## src/rtl/uart_rx.sv

```systemverilog
// 8N1 UART receiver with 2-flop input synchronizer and mid-bit sampling.
// Define UART_RX_PARITY_EN to add one even-parity bit between data and stop.
module uart_rx #(
    parameter int unsigned CLOCK_RATE     = 100_000_000,
    parameter int unsigned BAUD_RATE      = 115_200,
    parameter int unsigned CLOCKS_PER_BIT = CLOCK_RATE / BAUD_RATE
) (
    input  logic       clk,
    input  logic       rst,
    input  logic       rx,
    output logic [7:0] data,
    output logic       valid,
    output logic       frame_err,
    output logic       parity_err,
    output logic       busy
);

    localparam int unsigned CW = $clog2(CLOCKS_PER_BIT) + 1;
    localparam logic [CW-1:0] BitLast  = CW'(CLOCKS_PER_BIT - 1);
    localparam logic [CW-1:0] HalfLast = CW'(CLOCKS_PER_BIT / 2 - 1);

    typedef enum logic [2:0] {
        StIdle,
        StStart,
        StData,
        StParity,
        StStop,
        StWaitHigh
    } state_e;

    state_e          state;
    logic [CW-1:0]   cnt;
    logic [2:0]      bit_idx;
    logic [7:0]      shreg;
    logic            rx_meta;
    logic            rx_s;
`ifdef UART_RX_PARITY_EN
    logic            par_ok;
`endif

    always_ff @(posedge clk or negedge rst) begin
        if (!rst) begin
            rx_meta <= 1'b1;
            rx_s    <= 1'b1;
        end else begin
            rx_meta <= rx;
            rx_s    <= rx_meta;
        end
    end

    assign busy = (state != StIdle);

    always_ff @(posedge clk or negedge rst) begin
        if (!rst) begin
            state     <= StIdle;
            cnt       <= '0;
            bit_idx   <= '0;
            shreg     <= '0;
            data      <= 8'h00;
            valid     <= 1'b0;
            frame_err <= 1'b0;
`ifdef UART_RX_PARITY_EN
            parity_err <= 1'b0;
            par_ok     <= 1'b1;
`endif
        end else begin
            valid     <= 1'b0;
            frame_err <= 1'b0;
`ifdef UART_RX_PARITY_EN
            parity_err <= 1'b0;
`endif
            case (state)
                StIdle: begin
                    cnt <= '0;
                    if (!rx_s) state <= StStart;
                end
                StStart: begin
                    if (cnt == HalfLast) begin
                        cnt     <= '0;
                        bit_idx <= '0;
                        // A start bit that is high at mid-bit was a glitch.
                        state   <= rx_s ? StIdle : StData;
                    end else begin
                        cnt <= cnt + 1'b1;
                    end
                end
                StData: begin
                    if (cnt == BitLast) begin
                        cnt     <= '0;
                        shreg   <= {rx_s, shreg[7:1]};
                        bit_idx <= bit_idx + 1'b1;
                        if (bit_idx == 3'd7) begin
`ifdef UART_RX_PARITY_EN
                            state <= StParity;
`else
                            state <= StStop;
`endif
                        end
                    end else begin
                        cnt <= cnt + 1'b1;
                    end
                end
`ifdef UART_RX_PARITY_EN
                StParity: begin
                    if (cnt == BitLast) begin
                        cnt    <= '0;
                        par_ok <= ~(^shreg ^ rx_s);
                        state  <= StStop;
                    end else begin
                        cnt <= cnt + 1'b1;
                    end
                end
`endif
                StStop: begin
                    if (cnt == BitLast) begin
                        cnt <= '0;
                        if (rx_s) begin
`ifdef UART_RX_PARITY_EN
                            if (par_ok) begin
                                data  <= shreg;
                                valid <= 1'b1;
                            end else begin
                                parity_err <= 1'b1;
                            end
`else
                            data  <= shreg;
                            valid <= 1'b1;
`endif
                            // Back to idle at mid-stop so a following start bit is not missed.
                            state <= StIdle;
                        end else begin
                            frame_err <= 1'b1;
                            state     <= StWaitHigh;
                        end
                    end else begin
                        cnt <= cnt + 1'b1;
                    end
                end
                StWaitHigh: begin
                    if (rx_s) state <= StIdle;
                end
                default: state <= StIdle;
            endcase
        end
    end

`ifndef UART_RX_PARITY_EN
    assign parity_err = 1'b0;
`endif

endmodule
```

## config.mk

```make
export PLATFORM = sky130hd
export DESIGN_NAME = uart_rx
export DESIGN_NICKNAME = d
export VERILOG_FILES = /design/src/rtl/uart_rx.sv
export SDC_FILE = /design/constraint.sdc
export NUM_CORES = 1
export LEC_CHECK = 0
export CAP_MARGIN = 40
export CORE_ASPECT_RATIO = 1.4
export CORE_MARGIN = 3
export CORE_UTILIZATION = 45
export CTS_BUF_LIST = sky130_fd_sc_hd__clkbuf_4 sky130_fd_sc_hd__clkbuf_8
export DETAILED_ROUTE_END_ITERATION = 8
export PLACE_DENSITY = 0.7
export RECOVER_POWER = 100
export SYNTH_ARGS = -nofsm -noshare
export SYNTH_HDL_FRONTEND = slang
export SYNTH_SLANG_ARGS = --single-unit
```

## constraint.sdc

```tcl
create_clock -name clk -period 6.2 [get_ports clk]
set_input_delay 1.24 -clock clk [delete_from_list [all_inputs] [get_ports clk]]
set_output_delay 1.24 -clock clk [all_outputs]
set_load 0.02 [all_outputs]
```

Word-level counts from Yosys, hierarchy flattened
Cells that the tools add are included.
- add/sub/neg operators: 2
- equality and inequality tests: 13
- muxes and demuxes: 21
- reduce and logical (&&, ||, !) cells: 9
- operators by type and width (cell ; number):
    $pmux W11 S3 ; 1
    $mux W3 ; 9
    $mux W11 ; 2
    $pmux W3 S5 ; 1
    $ne A2 B2 Y1 const B ; 6
    $add A11 B1 Y11 const B ; 1
    $eq A11 B10 Y1 const B ; 1
    $eq A11 B9 Y1 const B ; 1
    $eq A3 B3 Y1 const B ; 3
    $mux W1 ; 6
    $pmux W3 S2 ; 1
    $reduce_and A3 Y1 ; 2
    $reduce_and A6 Y1 ; 1
    $reduce_bool A3 Y1 ; 2
    $add A3 B1 Y3 const B ; 1
    $eq A3 B1 Y1 const B ; 1
    $eq A3 B2 Y1 const B ; 1
    $logic_not A3 Y1 ; 1
    $mux W2 ; 1
    $reduce_and A2 Y1 ; 1
    $reduce_bool A2 Y1 ; 1
    $reduce_or A2 Y1 ; 1
- register bits: 37
- logic and storage cells: 54

Depth between registers and ports, before layout
Gate-level depths: netlist of the first run.
- depth after elaboration: 4
- depth in mapped cells: 8

Worst setup path before layout of the first run
No wires, ideal clock.
- kind: register to output
- from: register state[1]
- to: output busy
- arrival: 1.046 ns
- path slack: 3.914 ns
- stages on the path, launching flop included: 3
- path buffers: 1
- cell sequence: dfrtp_1 clkbuf_1 or3_1
- longest elaborated chain between the ends: 1
- ends and longest elaborated chain (element ; RTL line ; source):
    start: declaration ; 31 ; state_e state;
    start signal: assignment ; 55 ; state <= StIdle;
    start signal: assignment ; 75 ; if (!rx_s) state <= StStart;
    start signal: assignment ; 82 ; state <= rx_s ? StIdle : StData;
    $reduce_bool A3 Y1 ; 51 ; assign busy = (state != StIdle);
    end: declaration ; 15 ; output logic busy
Every way passes these cells.

==> results of run 1 <==
[layout by cell type (no fill, tap or decap), types with 3 or more instances in the layout]
master,instances
o21ai_0,5
mux2_2,16
nand2_1,8
and3_1,4
clkbuf_8,6
nand4_1,6
a21oi_1,9
nor2_1,12
inv_1,6
nand2b_1,3
dfrtp_1,35
ha_1,4
nand3_1,8
dlygate4sd3_1,13
mux2i_1,3
a22o_1,5
[how the worst min path moves through the flow]
| stage | startpoint | end | slack, ns | cells past startpoint |
|---|---|---|---|---|
| floorplan | rx_meta | rx_s | 0.35 | 0 |
| detailed placement | rx_meta | rx_s | 0.35 | 0 |
| CTS | rx_meta | rx_s | 0.36 | 0 |
| global route | rx_meta | rx_s | 0.36 | 0 |
| global placement | rx_meta | rx_s | 0.35 | 0 |
| finish | rx_meta | rx_s | 0.36 | 0 |
[area by class of cell]
type | count | area [sq um]
flip-flops and latches | 37 | 928
clock buffers | 6 | 82.6
repair buffers | 14 | 134
fillers | 335 | 1700
clock inverters | 2 | 37.5
well taps | 42 | 52.6
multi-input cells | 104 | 749
inverters | 6 | 22.5
[cell usage after synthesis, types with 2 or more instances]
| cell type | number | area [sq um] |
|---|---|---|
| and3_1 | 4 | 25.0 |
| dfstp_2 | 2 | 52.6 |
| a21o_1 | 2 | 15.0 |
| a22o_1 | 5 | 43.8 |
| nand4_1 | 6 | 37.5 |
| nand3_1 | 8 | 40.0 |
| mux2_2 | 16 | 180 |
| a21oi_1 | 9 | 45.0 |
| or2_2 | 2 | 12.5 |
| nand2b_1 | 3 | 18.8 |
| buf_6 | 2 | 22.5 |
| xor2_1 | 2 | 17.5 |
| o21ai_0 | 5 | 25.0 |
| inv_1 | 6 | 22.5 |
| nor2_1 | 11 | 41.3 |
| dfrtp_1 | 35 | 876 |
| clkbuf_1 | 2 | 7.51 |
| mux2i_1 | 3 | 30.0 |
| xnor2_1 | 2 | 17.5 |
| ha_1 | 4 | 50.1 |
| nor3b_1 | 2 | 15.0 |
| nand2_1 | 8 | 30.0 |
[state kept, by name (all words and copies together), names as in the netlist, 3 cells and up]
register / flops
data: 8
shreg: 8
cnt: 11
state: 3
bit_idx: 3
[metrics by stage]
step,instances,setup WS [ns]
floorplan,152,3.91
global placement,203,3.55
detailed placement,203,3.51
CTS,211,3.19
global route,211,2.72
finish,211,3.06
[power groups by stage]
stage	Combinational, mW	Sequential (mW)	Clock, mW
2_1_floorplan	0.00146	0.248	0
3_3_place_gp	0.00727	0.248	0
3_5_place_dp	0.00747	0.248	0
4_1_cts	0.00754	0.243	0.223
5_1_grt	0.00770	0.243	0.232
6_report	0.00660	0.243	0.217
[routing by layer]
metal,vias up,global-route usage (%)
met4,0,6.12
met2,21,25.3
li1,570,-
met5,-,0
met3,6,3.70
met1,586,16.9
[kinds of logic (layout without fill, tap and decap cells)]
logic type | Yosys count | after routing
muxes | 19 | 19
xor gates and xnor gates | 4 | 4
and+or+nand+nor | 52 | 52
buffers and inverters | 11 | 28
other | 1 | 1
AOI/OAI and AO/OA | 24 | 24
DFF | 37 | 37
adders and majority gates | 4 | 4
==> flow_metrics.env, run 1 <==
export IMPL_r2r_start="cnt[0]"
export IMPL_avgViaCountPerCell=5.61
export IMPL_final_max_slew_viol_count=38
export IMPL_hold_path_class="flip-flop to flip-flop"
export IMPL_end_kind="async pin"
export IMPL_holdWs_ns=0.357
export IMPL_grtUsageTotal_pct=14.7
export IMPL_cp_num_cells=2
export IMPL_violations="capacitance limit, slew limit"
export IMPL_r2r_worst_path_cells=5
export IMPL_clock_latency_ns=0.29
export IMPL_detailedRoute_firstPassIterationCount=4
export IMPL_min_period_over_period_pct=50.7
export IMPL_critPathArrivalTime_ns=3.16
export IMPL_regToRegEndpoint="shreg[5]"
export IMPL_seqPwrFrac_pct=52.1
export IMPL_ant_nets=0
export IMPL_clkSlewWorstSetupHoldPaths_ns=0.07
export IMPL_p_sw_share_pct=19.7
export IMPL_fin_area_sq_mm=0.00201
export IMPL_crit_path_max_fanout=37
export IMPL_synth_compound_area_share_pct=9.77
export IMPL_synth_seq_cells=37
export IMPL_synth_edf_count=0
export IMPL_syn_num_nets=159
export IMPL_finalSetupViolations=0
export IMPL_cts_buffers=5
export IMPL_cellLeakagePower_nw=0.980
export IMPL_synth_seq_area_share_pct=52.5
export IMPL_start_util_pct=47.6
export IMPL_synth_top_family_by_area="simple AND/OR/NAND/NOR gates"
export IMPL_postLayoutCoreUtil_pct=54.1
export IMPL_cts_path_max_buffers=2
export IMPL_crit_family="buffers and inverters"
export IMPL_cts_sinks=37
export IMPL_areaGrowthSynthToFinish_pct=13.6
export IMPL_status="finished with violations"
export IMPL_path_cells="dlygate4sd3_1 -> clkbuf_1"
export IMPL_top_layer="met4"
export IMPL_ys_types=35
export IMPL_pin_count=15
export IMPL_grt_ovfl_total=0
export IMPL_finalClockSkew_ns=0.0106
export IMPL_grt_antenna_before_repair=0
export IMPL_clock_fmax_mhz=318
export IMPL_grt_first_pass_wirelength_microns=5260
export IMPL_drv_cap=1
export IMPL_combPwrFrac_pct=1.4
export IMPL_critPathLaunch="rst"
export IMPL_dieHeight_microns=80.1
export IMPL_critPathBufInv=2
export IMPL_met2WireLength_microns=1620
export IMPL_vdd_drop_max_mv=0.196
export IMPL_slew_headroom_pct=-28.9
export IMPL_startpoint_type="input port"
export IMPL_synthCells=152
export IMPL_route_detailed_drc=0
export IMPL_pwr_share_clk_pct=46.4
export IMPL_grt_pass1_vias=1175
export IMPL_core_area_sq_mm=0.00371
export IMPL_tns_ns=0
export IMPL_drt_iter0_drc=20
export IMPL_cp_endpoint="bit_idx[2]"
export IMPL_cts_resized=0
export IMPL_die_x_microns=59.0
export IMPL_gp_congestion=0.740
export IMPL_syn_area_sq_mm=0.00177
export IMPL_hpwlAfterDp_microns=2180
export IMPL_drive_above_1_share_pct=18.9
export IMPL_synthXorXnorAreaFrac_pct=1.98
export IMPL_avgRoutedWirePerCell_microns=14.6
export IMPL_intPower_mw=0.374
export IMPL_holdBufCountCts=0
export IMPL_total_power_mw=0.466
export IMPL_grt_start_max_net_pins=38
export IMPL_clock_root_buffer="clkbuf_8"
export IMPL_dieArea_sq_mm=0.00472
export IMPL_wl_met1_microns=1300
export IMPL_period_needed_ns=3.14
export IMPL_cts_tree="done"
export IMPL_synth_flop_cell="dfrtp_1"
export IMPL_hold_violations=0
export IMPL_synthMuxAreaShare_pct=11.9
export IMPL_ys_async_sr_fraction_pct=100
export IMPL_crit_path_top_delay_cell="clkbuf_1"
export IMPL_cellPowerDensity_mw_per_mm2=232
export IMPL_postCtsSetupRepairBufs=0
export IMPL_vias=1183
export IMPL_n_antenna_cell=0
export IMPL_path_class="input port to async pin"
export IMPL_post_synth_fa_ha_maj_area_fraction_pct=2.83
export IMPL_p_switching_mw=0.0918
export IMPL_ff2ff_setup_slack_ns=3.47
export IMPL_critPathMaxStageDelay_ns=1.38
export IMPL_yosysWarnings=0
export IMPL_crit_required_ns=6.22
export IMPL_fp_row_count=26
export IMPL_wl_met3_microns=107
export IMPL_routed_wl_microns=3080
export IMPL_rsz0062_at_grt="false"
export IMPL_worst_slew_pin_slew_ns=1.93
export IMPL_dpl_cell_area_sq_mm=0.00192
export IMPL_portBuffers=13
export IMPL_avgSynthCellArea_sq_um=11.6
export IMPL_nets=175
export IMPL_htreeDepth=2
export IMPL_yosys_area_share_simple_pct=17.4
No activity file was read; power rests on OpenSTA's default activity.
==> inputs of run 2 (changes only) <==
- clock period: 6.2 -> 3.3 ns (I/O delays scaled with it)
==> flow_metrics.env, run 2 (synthesis gave the netlist of run 1 again) <==
export IMPL_avgRoutedWirePerCell_microns=14.3
export IMPL_fin_cells=211
export IMPL_status="finished with violations"
export IMPL_grt_start_max_net_pins=38
export IMPL_grtUsageTotal_pct=15.5
export IMPL_clock_latency_ns=0.28
export IMPL_dp_cells=203
export IMPL_drt_iter0_drc=29
export IMPL_timing_final_ws_setup_ns=0.718
export IMPL_final_cell_mix="dfrtp_1 (35), mux2_2 (16), nor2_1 (12), dlygate4sd3_1 (12), a21oi_1 (9)"
export IMPL_crit_path_top_delay_cell="nor2_1"
export IMPL_drv_cap=1
export IMPL_avgViaCountPerCell=5.61
export IMPL_holdPathStages=0
export IMPL_met2_usage_pct=25.6
export IMPL_clock_fmax_mhz=387
export IMPL_top_register="cnt"
export IMPL_dieArea_sq_mm=0.00472
export IMPL_n_antenna_cell=0
export IMPL_final_common_cell="dfrtp_1"
export IMPL_grt_pass1_vias=1256
export IMPL_holdBufCountCts=0
export IMPL_min_period_over_period_pct=78.2
export IMPL_pwr_share_clk_pct=46.3
export IMPL_p_sw_share_pct=19.5
export IMPL_areaGrowthSynthToFinish_pct=13.6
export IMPL_fp_row_count=26
export IMPL_grt_ovfl_total=0
export IMPL_drive_above_1_share_pct=18.9
export IMPL_postCtsSetupRepairBufs=0
export IMPL_crit_required_ns=3.47
export IMPL_ant_nets=0
export IMPL_critPathLaunch="cnt[0]"
export IMPL_dieHeight_microns=80.1
export IMPL_nets=175
export IMPL_gp_congestion=0.752
export IMPL_clock_root_buffer="clkbuf_8"
export IMPL_met1_usage_pct=19.1
export IMPL_pin_count=15
export IMPL_use_met3_pct=3.54
export IMPL_detailedRoute_firstPassIterationCount=4
export IMPL_cellLeakagePower_nw=0.979
export IMPL_vias=1183
export IMPL_final_max_slew_viol_count=38
export IMPL_grt_first_pass_wirelength_microns=5600
export IMPL_die_x_microns=59.0
export IMPL_min_to="rx_s"
export IMPL_portBuffers=13
export IMPL_place_ws_ns=1.08
export IMPL_cts_resized=0
export IMPL_routed_wl_microns=3020
export IMPL_crit_path_max_fanout=12
export IMPL_grt_busiest_layer="met2"
export IMPL_startpoint_type="flip-flop"
export IMPL_finalClockSkew_ns=0.00326
export IMPL_core_area_sq_mm=0.00371
export IMPL_p_switching_mw=0.170
export IMPL_seqPwrFrac_pct=52.3
export IMPL_largest_register_ffs=11
export IMPL_end_kind="flip-flop"
export IMPL_postLayoutCoreUtil_pct=54.1
export IMPL_hpwlAfterDp_microns=2160
export IMPL_hold_path_class="flip-flop to flip-flop"
export IMPL_reg_top3="cnt (11), data (8), shreg (8)"
export IMPL_path_class="flip-flop to flip-flop"
export IMPL_critPathMaxStageDelay_ns=0.65
export IMPL_route_detailed_drc=0
export IMPL_cellPowerDensity_mw_per_mm2=435
export IMPL_combPwrFrac_pct=1.4
export IMPL_htreeDepth=2
export IMPL_min_from="rx_meta"
export IMPL_critPathArrivalTime_ns=2.76
export IMPL_cts_tree="done"
export IMPL_r2r_start="cnt[0]"
export IMPL_r2r_worst_path_cells=5
export IMPL_finalSetupViolations=0
export IMPL_tns_ns=0
export IMPL_cts_buffers=5
export IMPL_violations="capacitance limit, slew limit"
export IMPL_period_needed_ns=2.58
export IMPL_regToRegEndpoint="shreg[5]"
export IMPL_cts_sinks=37
export IMPL_ff2ff_setup_slack_ns=0.72
export IMPL_path_cells="ha_1 -> nor3b_1 -> or3b_1 -> nor2_1 -> mux2_2"
export IMPL_clkSlewWorstSetupHoldPaths_ns=0.07
export IMPL_start_util_pct=47.6
export IMPL_hold_violations=0
export IMPL_rsz0062_at_grt="false"
export IMPL_grt_antenna_before_repair=0
export IMPL_worst_slew_pin_slew_ns=1.88
export IMPL_intPower_mw=0.703
export IMPL_vdd_drop_max_mv=0.244
export IMPL_slew_headroom_pct=-25.1
export IMPL_cts_path_max_buffers=2
run 2: cell count changes in the layout (fill, tap and decap cells not counted):
cell             delta
clkdlybuf4s50_1     +1
dlygate4sd3_1       -1
run 2: per-stage QoR:
| step | hold WS, ns | total power, mW | cell area, sq um |
|---|---|---|---|
| after floorplan | 0.345 | 0.468 | 1770 |
| after global placement | 0.347 | 0.479 | 1920 |
| after detailed placement | 0.352 | 0.480 | 1920 |
| after CTS | 0.363 | 0.887 | 2040 |
| after global routing | 0.369 | 0.905 | 2010 |
| final | 0.359 | 0.874 | 2010 |
run 2: worst max path at each step:
stage	endpoint	slack [ns]	cells past startpoint
floorplan	shreg[0]	1.25	6
global placement	shreg[1]	1.13	5
detailed placement	shreg[5]	1.08	5
CTS	busy	0.89	2
global route	shreg[7]	0.48	2
finish	shreg[5]	0.72	5
run 2: critical path, delay by kind of cell (launching register included):
| kind | cells | cell delay, ns |
|---|---|---|
| adders and majority gates | 1 | 0.25 |
| DFF | 1 | 0.43 |
| muxes | 1 | 0.41 |
| and+or+nand+nor | 3 | 1.38 |
run 2: layer usage:
| metal | share of wire [%] | up-vias |
|---|---|---|
| li1 | - | 569 |
| met1 | 43 | 586 |
| met2 | 52 | 22 |
| met3 | 3.3 | 6 |
| met4 | 1.8 | 0 |
| met5 | 0 | - |
run 2: power groups by stage:
stage | Combinational, mW | Sequential [mW] | Clock [mW]
final | 0.0123 | 0.457 | 0.405
after global routing | 0.0144 | 0.457 | 0.433
after CTS | 0.0142 | 0.457 | 0.416
after detailed placement | 0.0142 | 0.465 | 0
after global placement | 0.0139 | 0.465 | 0
after floorplan | 0.00274 | 0.465 | 0
run 2: area by class of cell:
cell class / count / area [sq um]
sequential: 37 / 928
clock inverter: 2 / 37.5
fill: 330 / 1700
multi-input combinational: 104 / 749
inverter: 6 / 22.5
tap: 42 / 52.6
timing repair buffer: 14 / 134
clock buffer: 6 / 82.6
==> inputs of run 3 (changes only) <==
- clock period: 3.3 -> 2.7 ns (I/O delays scaled with it)
==> flow_metrics.env, run 3 (synthesis gave the netlist of run 1 again) <==
export IMPL_status="complete, no violations"
export IMPL_fin_area_sq_mm=0.00202
export IMPL_grt_first_pass_wirelength_microns=5710
export IMPL_period_needed_ns=2.40
export IMPL_portBuffers=13
export IMPL_grt_start_max_net_pins=38
export IMPL_postCtsSetupRepairBufs=0
export IMPL_holdWs_ns=0.359
export IMPL_top_register="cnt"
export IMPL_hold_path_class="flip-flop to flip-flop"
export IMPL_path_class="flip-flop to primary output"
export IMPL_cts_sinks=37
export IMPL_slew_headroom_pct=41.1
export IMPL_hold_violations=0
export IMPL_cts_buffers=5
export IMPL_holdPathStages=0
export IMPL_postLayoutCoreUtil_pct=54.4
export IMPL_clkSlewWorstSetupHoldPaths_ns=0.07
export IMPL_r2r_worst_path_cells=5
export IMPL_clock_latency_ns=0.30
export IMPL_min_period_over_period_pct=89.0
export IMPL_clock_root_buffer="clkbuf_8"
export IMPL_drt_iter0_drc=16
export IMPL_areaGrowthSynthToFinish_pct=14.2
export IMPL_critPathMaxStageDelay_ns=0.65
export IMPL_worst_slew_pin_slew_ns=0.883
export IMPL_detailedRoute_firstPassIterationCount=4
export IMPL_core_area_sq_mm=0.00371
export IMPL_avgRoutedWirePerCell_microns=15.3
export IMPL_crit_path_top_delay_cell="dlygate4sd3_1"
export IMPL_final_common_cell="dfrtp_1"
export IMPL_wl_met1_microns=1400
export IMPL_p_switching_mw=0.225
export IMPL_end_kind="primary output"
export IMPL_dieArea_sq_mm=0.00472
export IMPL_final_cell_mix="dfrtp_1 (35), mux2_2 (16), dlygate4sd3_1 (13)"
export IMPL_cellLeakagePower_nw=0.981
export IMPL_wl_met3_microns=97
export IMPL_ant_nets=0
export IMPL_path_cells="or3_1 -> dlygate4sd3_1"
export IMPL_total_power_mw=1.06
export IMPL_startpoint_type="flip-flop"
export IMPL_top_layer="met4"
export IMPL_start_util_pct=47.6
export IMPL_crit_required_ns=2.16
export IMPL_htreeDepth=2
export IMPL_vdd_drop_max_mv=0.472
export IMPL_seqPwrFrac_pct=52.6
export IMPL_nets=175
export IMPL_cellPowerDensity_mw_per_mm2=526
export IMPL_critPathArrivalTime_ns=1.86
export IMPL_p_sw_share_pct=21.2
export IMPL_cts_tree="done"
export IMPL_crit_family="buffers and inverters"
export IMPL_rsz0062_at_grt="false"
export IMPL_cp_num_cells=2
export IMPL_critPathBufInv=1
export IMPL_holdBufCountCts=0
export IMPL_drv_cap=0
export IMPL_gp_congestion=0.757
export IMPL_reg_top3="cnt (11), data (8), shreg (8)"
export IMPL_largest_register_ffs=11
export IMPL_met2WireLength_microns=1630
export IMPL_dieHeight_microns=80.1
export IMPL_vias=1177
export IMPL_combPwrFrac_pct=1.4
export IMPL_fp_row_count=26
export IMPL_pwr_share_clk_pct=45.9
export IMPL_route_detailed_drc=0
export IMPL_drive_above_1_share_pct=20.7
export IMPL_grt_antenna_before_repair=0
export IMPL_finalClockSkew_ns=0.0101
export IMPL_dpl_cell_area_sq_mm=0.00192
export IMPL_routed_wl_microns=3220
export IMPL_avgViaCountPerCell=5.58
export IMPL_ff2ff_setup_slack_ns=0.42
export IMPL_grtUsageTotal_pct=15.7
export IMPL_intPower_mw=0.836
export IMPL_die_x_microns=59.0
export IMPL_grt_pass1_vias=1279
export IMPL_final_max_slew_viol_count=0
export IMPL_n_antenna_cell=0
export IMPL_clock_fmax_mhz=416
export IMPL_hpwlAfterDp_microns=2240
export IMPL_finalSetupViolations=0
export IMPL_cts_resized=0
export IMPL_crit_path_max_fanout=13
export IMPL_cts_path_max_buffers=2
export IMPL_pin_count=15
export IMPL_tns_ns=0
export IMPL_grt_ovfl_total=0
==> run 3: final timing paths <==
path / to / startpoint
min reg2reg: rx_s / rx_meta
max in group asynchronous: cnt[5] / rst
max: busy / state[1]
min: rx_s / rx_meta
max reg2reg: shreg[5] / cnt[0]
min in group asynchronous: state[1] / rst
==> run 3: stage by stage <==
| step | std cells | setup WS [ns] |
|---|---|---|
| floorplan | 152 | 0.654 |
| detailed placement | 203 | 0.456 |
| global placement | 203 | 0.528 |
| global route | 211 | 0.216 |
| finish | 211 | 0.296 |
| CTS | 211 | 0.385 |
==> run 3: metal layers <==
layer  up-vias  global-route usage [%]
met4         0                    7.71
met1       580                    17.3
met5         -                       0
li1        570                       -
met2        18                    26.9
met3         9                    4.66
==> run 3: final cells by class <==
| cell class | count | area (sq um) |
|---|---|---|
| clock buffers | 5 | 68.8 |
| clock inverters | 3 | 46.3 |
| fillers | 336 | 1690 |
| inverters | 6 | 22.5 |
| multi-input cells | 104 | 763 |
| flip-flops and latches | 37 | 928 |
| well taps | 42 | 52.6 |
| repair buffers | 14 | 135 |
==> run 3: power groups by stage <==
stage | Combinational (mW) | Sequential (mW) | Clock, mW
2_1_floorplan | 0.00335 | 0.568 | 0
3_3_place_gp | 0.0169 | 0.569 | 0
3_5_place_dp | 0.0177 | 0.569 | 0
4_1_cts | 0.0176 | 0.558 | 0.498
5_1_grt | 0.0174 | 0.558 | 0.513
6_report | 0.0152 | 0.558 | 0.487
==> variant (flow settings as in run 1) <==
Build with the macro `UART_RX_PARITY_EN` defined.
--- a/src/rtl/uart_rx.sv
+++ b/src/rtl/uart_rx.sv
@@ -2,2 +2,4 @@
 // Define UART_RX_PARITY_EN to add one even-parity bit between data and stop.
+`define UART_RX_PARITY_EN
+
 module uart_rx #(
Check against the original RTL: same outputs for any inputs over 10 cycles, from zero or initial values and one cycle with rst low; that may be too few to reach the edited logic, so the function may still have changed.
==> variant against run 1 <==
The run still ends with capacitance limit, slew limit left. Worst setup slack better by 55 ps. Final area increased by 9.5%. Global-route usage is 1.1 points higher. Synthesized cell count up 16%. Power decreased by 8.8%. Wire length is 22% higher. Non-clock buffer count grew 1. Critical path depth stayed put. Area after synthesis is 12% higher. Sequential cell count up 2. Maximum frequency up 1.8%. Combinational power increased by 0.9%. Highest routed layer unchanged.
==> variant: results (changes against run 1) <==
stage	metric	value	unit	change
synth	yosys-top-cells-area	dfrtp_1, mux2_4, mux2_2		
power_and_ir_drop	cellInternalPower	333.6	uW	-11%
run	drv_cap	1		unchanged
power_and_ir_drop	ir_drop	0.1226	mV	-37%
global_route	grt_pass1_wl	6706	microns	+28%
hold_path	hp-class	flip-flop to flip-flop		
layout	area_growth	10.65	%	
synth	synth.distinct_cells	46		+31%
status	status	complete, but fails checks		
setup_path	worstRegToRegCells	4		-1
synth	syn_nets	183		+15%
synth	ys_seq_area_share	49.34	%	-3.2 points
setup_path	crit_fanout	13		-65%
clocking	clockBufferDepth	2		unchanged
global_route	use_met1	17.55	%	+0.61 points
global_route	met3_usage	3.213	%	-0.48 points
clocking	insertion_delay	290	ps	about the same
setup_path	crit_path_max_incr_delay	660	ps	-720 ps
layout	drive_gt1_share	12.63	%	-6.3 points
hold_path	worstHoldStart	rx_meta		
detailed_routing	vias	1412		+19%
place	dpl_cell_area	2157	sq um	+12%
synth	synth_warnings	0		unchanged
setup_path	crit_slowest_cell	dlygate4sd3_1		
synth	synth_common_cells	dfrtp_1, nand2_1, mux2_2		
layout	nFillCells	365		+9.0%
detailed_routing	routedWlPerCell	15.11	microns	+3.5%
global_route	use_met2	28.73	%	+3.4 points
layout	antenna-diode-count	0		unchanged
power_and_ir_drop	p_leak	1.021	nW	+4.2%
clocking	post_cts_buffers	0		unchanged
setup_path	r2r_start	state[0]		
place	hpwl	2729	microns	+25%
place	gp_congestion	0.8260		+12%
timing	hold_ws	357.8	ps	+0.8500 ps
detailed_routing	wl_met1	1495	microns	+15%
timing	fin_skew	6.437	ps	-4.139 ps
place	port_buffers	14		+1
detailed_routing	wl_met3	105	microns	-1.9%
layout	top_regs	cnt x11, data x8, shreg x8		
timing	finalMaxSlewViolations	40		+5.3%
detailed_routing	first_iter_violations	52		+160%
clocking	cts-buffers-inserted	5		unchanged
detailed_routing	wl_met2	2050	microns	+27%
global_route	grt_usage	15.81	%	+1.1 points
layout	nNetsFinal	196		+12%
layout	regMostFlops	cnt		
status	failed_checks	capacitance limit, slew limit		
timing	slew_headroom	-32.64	%	-3.7 points
setup_path	r2r_end	cnt[10]		
setup_path	rrSetupSlack	3340	ps	-130 ps
global_route	grt_max_degree	40		+5.3%
clocking	cts_resized	0		unchanged
[variant: changes by cell type after synthesis, moves of 5 or more]
cell and change:
a21oi_1 -8, mux2_2 -7, mux2_4 +8, nand2_1 +11, nor2_1 -6, nor3_1 +8
o211ai_1 +5
[variant: through the flow]
step / setup slack, ps / utilization [%] / cells
final: 3113 / 53.75 / 248
after global routing: 3025 / 53.75 / 248
after CTS: 3209 / 54.82 / 248
after detailed placement: 3451 / 52.77 / 240
after global placement: 3546 / 52.59 / 239
after floorplan: 3946 / - / 176
[variant: power by group through the flow]
stage	sequential, mW	clock [mW]	combinational, mW
floorplan	0.261	0	0.00136
global placement	0.261	0	0.00724
global route	0.256	0.177	0.00807
finish	0.256	0.162	0.00666
detailed placement	0.261	0	0.00749
CTS	0.256	0.168	0.00748
[variant: worst max-delay path by stage]
stage / slack [ps] / to / from
2_1_floorplan: 3950 / busy / state[0]
3_3_place_gp: 3550 / busy / state[0]
3_5_place_dp: 3450 / cnt[10] / state[0]
4_1_cts: 3210 / busy / state[0]
5_1_grt: 3030 / busy / state[0]
6_report: 3110 / busy / state[0]
[variant: layout make-up]
cell class / instances / area, sq um / area share, %
clock buffers: 5 / 68.82 / 3.132
clock inverters: 3 / 15.01 / 0.6834
inverters: 8 / 30.03 / 1.367
multi-input cells: 120 / 893.4 / 40.66
flip-flops and latches: 39 / 979.7 / 44.59
well taps: 58 / 72.57 / 3.303
repair buffers: 15 / 137.6 / 6.264
[variant: kinds of logic after synthesis]
logic type / count (synthesis) / synth area share, %
mux: 18 / 11.66
buf+inv: 17 / 3.717
xor+xnor: 7 / 3.781
flops: 39 / 49.34
compound gates: 33 / 11.72
simple gates: 58 / 17.27
fa+ha+maj: 4 / 2.521
